[src/rtl/apb_arb_pkg.sv]
// apb_arb_pkg: shared state encoding, default widths and latched-request type for apb_req_arbiter
package apb_arb_pkg;
  typedef enum logic [1:0] {IDLE, SETUP, ACCESS} state_e;
  localparam int ADDR_W_DEF = 8;
  localparam int DATA_W_DEF = 32;
  localparam int ADDR_W_MAX = 32;
  localparam int DATA_W_MAX = 64;
  typedef struct packed {
    logic                  write;
    logic [ADDR_W_MAX-1:0] addr;
    logic [DATA_W_MAX-1:0] wdata;
  } req_t;
endpackage

[src/rtl/rr_arbiter.sv]
// rr_arbiter: combinational round-robin picker, first request at or after ptr wins
module rr_arbiter #(
  parameter int NUM_REQ = 2,
  parameter int IW = $clog2(NUM_REQ)
) (
  input  logic [NUM_REQ-1:0] req,
  input  logic [IW-1:0]      ptr,
  output logic [NUM_REQ-1:0] gnt,
  output logic [IW-1:0]      idx
);
  logic [IW-1:0] j;
  always_comb begin
    gnt = '0;
    idx = '0;
    j = '0;
    for (int i = NUM_REQ - 1; i >= 0; i--) begin
      j = IW'((int'(ptr) + i) % NUM_REQ);
      if (req[j]) begin
        gnt = '0;
        gnt[j] = 1'b1;
        idx = j;
      end
    end
  end
endmodule

[src/rtl/apb_req_arbiter.sv]
// apb_req_arbiter: round-robin APB master shared by NUM_REQ requesters; APB_TIMEOUT_EN adds ACCESS abort
module apb_req_arbiter
  import apb_arb_pkg::*;
#(
  parameter int NUM_REQ        = 2,
  parameter int ADDR_W         = ADDR_W_DEF,
  parameter int DATA_W         = DATA_W_DEF,
  parameter int TIMEOUT_CYCLES = 16
) (
  input  logic                      pclk,
  input  logic                      prst,
  input  logic [NUM_REQ-1:0]        req_valid,
  input  logic [NUM_REQ-1:0]        req_write,
  input  logic [NUM_REQ*ADDR_W-1:0] req_addr,
  input  logic [NUM_REQ*DATA_W-1:0] req_wdata,
  output logic [NUM_REQ-1:0]        req_ready,
  output logic [NUM_REQ-1:0]        rsp_valid,
  output logic [DATA_W-1:0]         rsp_rdata,
  output logic                      rsp_err,
  output logic                      psel,
  output logic                      penable,
  output logic                      pwrite,
  output logic [ADDR_W-1:0]         paddr,
  output logic [DATA_W-1:0]         pwdata,
  input  logic [DATA_W-1:0]         prdata,
  input  logic                      pready,
  input  logic                      pslverr
);
  localparam int IW = $clog2(NUM_REQ);
  state_e state_q, state_d;
  logic [IW-1:0] rr_ptr_q, rr_ptr_d, gidx_q, gidx_d, gnt_idx;
  req_t req_q, req_d;
  logic [NUM_REQ-1:0] rsp_valid_q, rsp_valid_d, gnt;
  logic [DATA_W-1:0] rsp_rdata_q, rsp_rdata_d;
  logic rsp_err_q, rsp_err_d, abort, unused_req;
  rr_arbiter #(.NUM_REQ(NUM_REQ), .IW(IW)) u_rr (
    .req (req_valid),
    .ptr (rr_ptr_q),
    .gnt (gnt),
    .idx (gnt_idx)
  );
`ifdef APB_TIMEOUT_EN
  localparam int CW = $clog2(TIMEOUT_CYCLES) + 1;
  logic [CW-1:0] cnt_q, cnt_d;
  always_comb begin
    cnt_d = (state_q == ACCESS) ? cnt_q + 1'b1 : '0;
    abort = (state_q == ACCESS) && !pready && (cnt_q == CW'(TIMEOUT_CYCLES - 1));
  end
  always_ff @(posedge pclk) cnt_q <= prst ? '0 : cnt_d;
`else
  localparam int unused_timeout = TIMEOUT_CYCLES;
  assign abort = 1'b0;
`endif
  always_comb begin
    state_d = state_q;
    rr_ptr_d = rr_ptr_q;
    gidx_d = gidx_q;
    req_d = req_q;
    rsp_valid_d = '0;
    rsp_rdata_d = rsp_rdata_q;
    rsp_err_d = rsp_err_q;
    case (state_q)
      IDLE: if (|gnt) begin
        state_d = SETUP;
        gidx_d = gnt_idx;
        rr_ptr_d = IW'((int'(gnt_idx) + 1) % NUM_REQ);
        for (int i = 0; i < NUM_REQ; i++)
          if (gnt[i]) req_d = '{write: req_write[i],
                                addr:  ADDR_W_MAX'(req_addr[i*ADDR_W +: ADDR_W]),
                                wdata: DATA_W_MAX'(req_wdata[i*DATA_W +: DATA_W])};
      end
      SETUP: state_d = ACCESS;
      ACCESS: if (pready || abort) begin
        state_d = IDLE;
        rsp_valid_d = NUM_REQ'(1) << gidx_q;
        rsp_rdata_d = (pready && !req_q.write) ? prdata : '0;
        rsp_err_d = pready ? pslverr : 1'b1;
      end
      default: state_d = IDLE;
    endcase
  end
  always_ff @(posedge pclk) begin
    if (prst) begin
      state_q <= IDLE;
      rr_ptr_q <= '0;
      gidx_q <= '0;
      req_q <= '0;
      rsp_valid_q <= '0;
      rsp_rdata_q <= '0;
      rsp_err_q <= 1'b0;
    end else begin
      state_q <= state_d;
      rr_ptr_q <= rr_ptr_d;
      gidx_q <= gidx_d;
      req_q <= req_d;
      rsp_valid_q <= rsp_valid_d;
      rsp_rdata_q <= rsp_rdata_d;
      rsp_err_q <= rsp_err_d;
    end
  end
  assign unused_req = ^{req_q.addr, req_q.wdata};
  assign req_ready = (state_q == IDLE && !prst) ? gnt : '0;
  assign psel = state_q != IDLE;
  assign penable = state_q == ACCESS;
  assign pwrite = psel && req_q.write;
  assign paddr = psel ? req_q.addr[ADDR_W-1:0] : '0;
  assign pwdata = psel ? req_q.wdata[DATA_W-1:0] : '0;
  assign rsp_valid = rsp_valid_q;
  assign rsp_rdata = rsp_rdata_q;
  assign rsp_err = rsp_err_q;
endmodule

[config.mk]
export PLATFORM = sky130hd
export DESIGN_NAME = apb_req_arbiter
export DESIGN_NICKNAME = d
export VERILOG_FILES = /design/src/rtl/apb_arb_pkg.sv /design/src/rtl/rr_arbiter.sv /design/src/rtl/apb_req_arbiter.sv
export SDC_FILE = /design/constraint.sdc
export NUM_CORES = 1
export LEC_CHECK = 0
export CELL_PAD_IN_SITES_DETAIL_PLACEMENT = 2
export CELL_PAD_IN_SITES_GLOBAL_PLACEMENT = 2
export CORE_UTILIZATION = 21
export DETAILED_ROUTE_END_ITERATION = 6
export GPL_TIMING_DRIVEN = 0
export PLACE_DENSITY_LB_ADDON = 0.1
export SLEW_MARGIN = 25
export SYNTH_ARGS = -nofsm -noshare
export SYNTH_HDL_FRONTEND = slang
export SYNTH_HIERARCHICAL = 1
export SYNTH_SLANG_ARGS = --single-unit
[constraint.sdc]
create_clock -name pclk -period 1.6 [get_ports pclk]
set_input_delay 0.32 -clock pclk [delete_from_list [all_inputs] [get_ports pclk]]
set_output_delay 0.32 -clock pclk [all_outputs]
set_load 0.01 [all_outputs]
# After elaboration in Yosys (flattened, before gate mapping)
# Index checks and enable logic that the tools add are counted.
[op_classes]
addsub = 2
mul = 0
div_mod_pow = 0
magnitude_cmp = 4
eq_ne = 4
n_shift = 1
n_mux = 21
bitwise_logic = 2
n_reduce_logical = 16
[op_table]
columns = ["cell", "count"]
rows = [
  ["$mux 97", 2],
  ["$mux 32", 2],
  ["$mux 2", 5],
  ["$mux 1", 8],
  ["$mux 8", 1],
  ["$pmux 2 s3", 1],
  ["$reduce_and 2->1", 3],
  ["$logic_and 1x1->1", 5],
  ["$lt 1x2->1 const B", 2],
  ["$reduce_bool 2->1", 2],
  ["$reduce_and 3->1", 1],
  ["$reduce_or 3->1", 1],
  ["$add 1x1->1 const B", 2],
  ["$demux 1 s1", 2],
  ["$eq 2x1->1 const B", 1],
  ["$eq 2x2->1 const B", 1],
  ["$ge 1x1->1 const B", 2],
  ["$logic_not 1->1", 2],
  ["$logic_not 2->1", 1],
  ["$ne 2x1->1 const B", 1],
  ["$ne 2x2->1 const B", 1],
  ["$not 1->1", 2],
  ["$reduce_or 2->1", 1],
  ["$shl 1x1->2 const A", 1],
]
[totals]
reg_bits = 80
latchBits = 0
ram_bits = 0
mem_bits_ro = 0
in_bits = 120
out_inout_bits = 80
n_memories = 0

# Longest topological paths before layout
[logic_depth]
depth_word = 10
depth_mapped = 9

# By module
# Netlist, hierarchy kept.
[modules_own_cells]
columns = ["module", "instances", "cells_per_inst", "area_each_um2"]
rows = [
  ["apb_req_arbiter", 1, 407, 4048.9],
  ["rr_arbiter", 1, 4, 26.3],
]

# Worst setup path before layout
# OpenSTA, ideal clock, no wires.
[synth_path]
path_kind = "reg2out"
start = "register rr_ptr_q"
end = "output port req_ready[1]"
arrival_time_ns = 1.367
t_required_ns = 1.280
setup_slack_ns = -0.087
stages_incl_launch_ff = 7
path_buffers = 3
path_cell_list = "dfxtp_1 inv_1 a21boi_1 buf_4 buf_6 buf_2 nor3b_1"
[synth_via]
elab_chain_cells = 8
elab_cells_between_ends = 18
classes_between = "add/sub (1); order compare (4); mux (11); reduce/logical (2)"
[synth_lines]
columns = ["element", "line", "source"]
rows = [
  ["start, declared", "apb_req_arbiter.sv:31", "logic [IW-1:0] rr_ptr_q, rr_ptr_d, gidx_q, gidx_d, gnt_idx;"],
  ["start signal, assigned", "apb_req_arbiter.sv:93", "rr_ptr_q <= rr_ptr_d;"],
  ["$add 1x1->1", "rr_arbiter.sv:17", "j = IW'((int'(ptr) + i) % NUM_REQ);"],
  ["$lt 1x2->1 (not written as such) or $ge 1x1->1 (tied branches)", "rr_arbiter.sv:20", "gnt[j] = 1'b1;"],
  ["$logic_and 1x1->1 (not written as such)", "rr_arbiter.sv:20", ""],
  ["$mux 1 (not written as such)", "rr_arbiter.sv:20", ""],
  ["$demux 1 s1", "-", ""],
  ["$mux 2", "rr_arbiter.sv:18", "if (req[j]) begin"],
  ["$mux 2 (*)", "rr_arbiter.sv:18", ""],
  ["via gnt[1]", "apb_req_arbiter.sv:33", "logic [NUM_REQ-1:0] rsp_valid_q, rsp_valid_d, gnt;"],
  ["$mux 2 (*)", "apb_req_arbiter.sv:102", "assign req_ready = (state_q == IDLE && !prst) ? gnt : '0;"],
  ["end, declared", "apb_req_arbiter.sv:16", "output logic [NUM_REQ-1:0] req_ready,"],
]
# The timed path passes the listed nets; every way through them passes the cells marked *. The select of a mux whose other input is x is not followed.

# Worst setup path in the final report
[layout_path]
start = "register state_q[1]"
end = "output port req_ready[1]"
[layout_via]
elab_chain_cells = 3
[layout_lines]
columns = ["element", "line", "source"]
rows = [
  ["start, declared", "apb_req_arbiter.sv:30", "state_e state_q, state_d;"],
  ["start signal, assigned", "apb_req_arbiter.sv:92", "state_q <= state_d;"],
  ["$logic_not 2->1", "apb_req_arbiter.sv:102", ""],
  ["$logic_and 1x1->1", "apb_req_arbiter.sv:102", ""],
  ["$mux 2", "apb_req_arbiter.sv:102", ""],
]
# Every way passes these cells.

==> results.toml <==
[yosys]
synth.area.mux_share_pct = 10.3
syn-cell-area_sq_um = 4080
synth_top_family_by_area = "compound AO/OA/AOI/OAI gates"
synth_xor_area_share_pct = 0
ys_ff_latch = 80
ys_top_cells_by_area = "dfxtp_1, a211oi_2, mux2i_1"
ys_warn_count = 6
synth_area_per_cell_sq_um = 9.92
yosys.area_share.simple_pct = 18.0
synthAdderAreaFrac_pct = 0
synth_cells = 411
synth_fp_nets = 531
yosys.area.top_type = "dfxtp_1"
yosysSeqAreaShare_pct = 39.3
synth_compound_area_share_pct = 25.5
yosysTopAreaCellShare_pct = 39.3
synth_cell_types = 31

[clock_tree]
cts_buffers = 9
clock_latency_ps = 350
cts.reportedPaths.clkPinSlew_ps = 70
cts-hold-fix-buffers = 0
cts-root-buf = "clkbuf_16"
cts_tree = "done"
clkSinkCount = 80
clk_path_buf_depth = 2
htree_levels = 3

[sta]
slew_viol_final = 0
setup_viol = 44
hold_viol = 0
fin_crit_sh_pct = 114
fin_tns_setup_ps = -6520
skew_ps = 7.05
layout_min_cycle_time_ps = 1830
rsz0062_at_grt = "true"
worst_slack_ps = -231
maxSlewHeadroom_pct = 42.5
max_slew.worst_pin.slew_ps = 863
fmax_mhz = 546

[placement]
port_buffers = 198
dp_hpwl_mm = 11.5
globalplace.congestion = 0.685
dp_worst_setup_slack_ps = -1220

[drt]
viasPerCell = 4.37
dr.pass1.iters = 4
ant_nets = 0
routed_wl_mm = 16.1
routedWlPerCell_um = 17.8
post-route-drc-count = 0
vias = 3966
drtIter0Drc = 80

[layout]
syn_to_final_growth_pct = 84.2
num_antenna_cells = 0
fin_nets = 763
fin_util_pct = 39.7
drive_above_1_share_pct = 38.9
nFillCells = 2009

[worst_setup_path]
critPathTopFamily = "buffers and inverters"
max_stage_delay_ps = 360
path_class = "reg2out"
slowest_stage = "dfxtp_4"
end_kind = "output pin"
crit_buf_inv = 4
worstPathRequired_ps = 1280
start_kind = "flop"
crit_arrival_ps = 1510
r2r_cells = 8
crit_cells = 6
critical_path_peak_fanout = 8
cp_cell_sequence = "nor2_4 > inv_4 > buf_12 > buf_8 > nor3b_2 > buf_2"

[worst_hold_path]
hold_depth = 2
hp-class = "in2reg"

[floorplanning]
ios = 200
die_w_um = 141
rows = 50
dieHeight_um = 141
start_util_pct = 21.6
die_area_sq_um = 20000
core_area_sq_um = 18900

[global_routing]
antenna_found_initial = 0
grt_max_degree = 16
first_global_vias = 4473
overflow = 0
track_usage_pct = 16.5
grt_pass1_wl_mm = 25.2

[power]
power.leakage_nw = 2.84
p_per_area_nw_per_um2 = 887
ir_drop_uv = 600
total_power_mw = 6.66

[outcome]
violations = "setup timing"
outcome = "finished, violations left"

[run]
cap_violations = 0
-- worst register-to-register path, delay by kind of cell, from the launching register on --
family / cells / cell delay (ps)
AOI/OAI and AO/OA: 3 / 500
and+or+nand+nor: 1 / 140
buffers and inverters: 4 / 480
DFF: 1 / 330
-- layout make-up --
type	count	area, sq um	share of cell area (%)
clock inverters	6	50.0	0.667
repair buffers	226	2330	31.0
well taps	260	325	4.33
inverters	2	10.0	0.133
clock buffers	10	239	3.18
plain buffers	38	394	5.25
flip-flops and latches	80	1610	21.5
multi-input cells	286	2550	33.9
-- registers in the layout (all words and copies together) (netlist names) --
register	count
gidx_q	1
req_q	41
rr_ptr_q	1
rsp_err	1
rsp_rdata	32
rsp_valid	2
state_q	2
-- layer usage --
metal	wire length, um	global-route usage (%)	share of wire, %	vias to the layer above
met5	0	0	0	-
li1	-	-	-	1921
met3	945	4.18	5.9	10
met2	7750	28.2	48	113
met1	7280	20.4	45	1922
met4	165	4.81	1.0	0
-- cell usage after synthesis --
master,count
and2_1,41
nand3_1,1
nor2_1,2
and3b_1,1
clkbuf_2,2
a21boi_0,1
mux2i_1,42
a21oi_2,37
o21ai_0,2
buf_4,8
nand2_1,34
buf_2,12
nor2_2,2
inv_1,1
clkbuf_1,11
nand3b_2,1
buf_6,9
inv_2,1
or3_1,1
nor2b_1,1
nand3b_1,32
dfxtp_1,80
a211oi_2,37
buf_1,1
or2_1,1
a21boi_1,1
nor3b_1,3
nor2_4,1
a21oi_1,39
a211oi_1,4
nor3_1,2
-- per-stage QoR --
step | cells | cell area, sq um | hold slack, ps
after CTS | 907 | 7340 | 387
after global routing | 908 | 7500 | 395
final | 908 | 7500 | 355
after floorplan | 411 | 4080 | 409
after global placement | 869 | 6390 | 439
after detailed placement | 869 | 6390 | 449
-- layout by cell type, fill, tap and decap left out, types with 3 or more instances in the layout --
master           Yosys  routed
clkdlybuf4s50_1      0     143
buf_12               0      13
dlymetal6s2s_1       0       8
a21oi_2             37      23
a21oi_4              0      16
clkbuf_8             0       3
dfxtp_1             80      76
and2_1              41      16
mux2i_2              0      13
clkbuf_16            0      12
buf_4                8      19
a21oi_1             39      37
mux2i_1             42      23
mux2i_4              0       6
nand2_1             34      34
a211oi_2            37      37
a211oi_1             4       4
clkbuf_1            11       9
and2_4               0      25
buf_2               12      19
buf_6                9      39
nand3b_1            32      32
-- cells by family (layout without fill, tap and decap cells) --
| logic type | after synthesis | count (layout) |
|---|---|---|
| multiplexers | 42 | 42 |
| flip-flops | 80 | 80 |
| AO/OA/AOI/OAI | 121 | 121 |
| AND/OR/NAND/NOR | 123 | 123 |
| buffers and inverters | 45 | 282 |
-- power breakdown --
part / internal (mW) / switching (mW)
combinational: 1.28 / 1.01
clock: 1.11 / 0.944
sequential: 2.17 / 0.142
total: 4.56 / 2.09
-- what timing repair did --
item / 4_1_cts / 5_1_grt
setup endpoints to repair: 88 / 95
gates resized for setup: 318 / 53
gates cloned: 8 / 1
pin swaps: 46 / 10
setup buffers: 17 / 8
-- path summary, 6_finish.rpt --
kind / startpoint / endpoint / slack, ps
setup reg to reg: rr_ptr_q / req_q[29] / 50
hold reg to reg: rsp_rdata[13] / rsp_rdata[13] / 460
hold / removal: prst / rsp_valid[1] / 350
setup / recovery: state_q[1] / req_ready[1] / -230
Power figures use the tool's default switching activity.
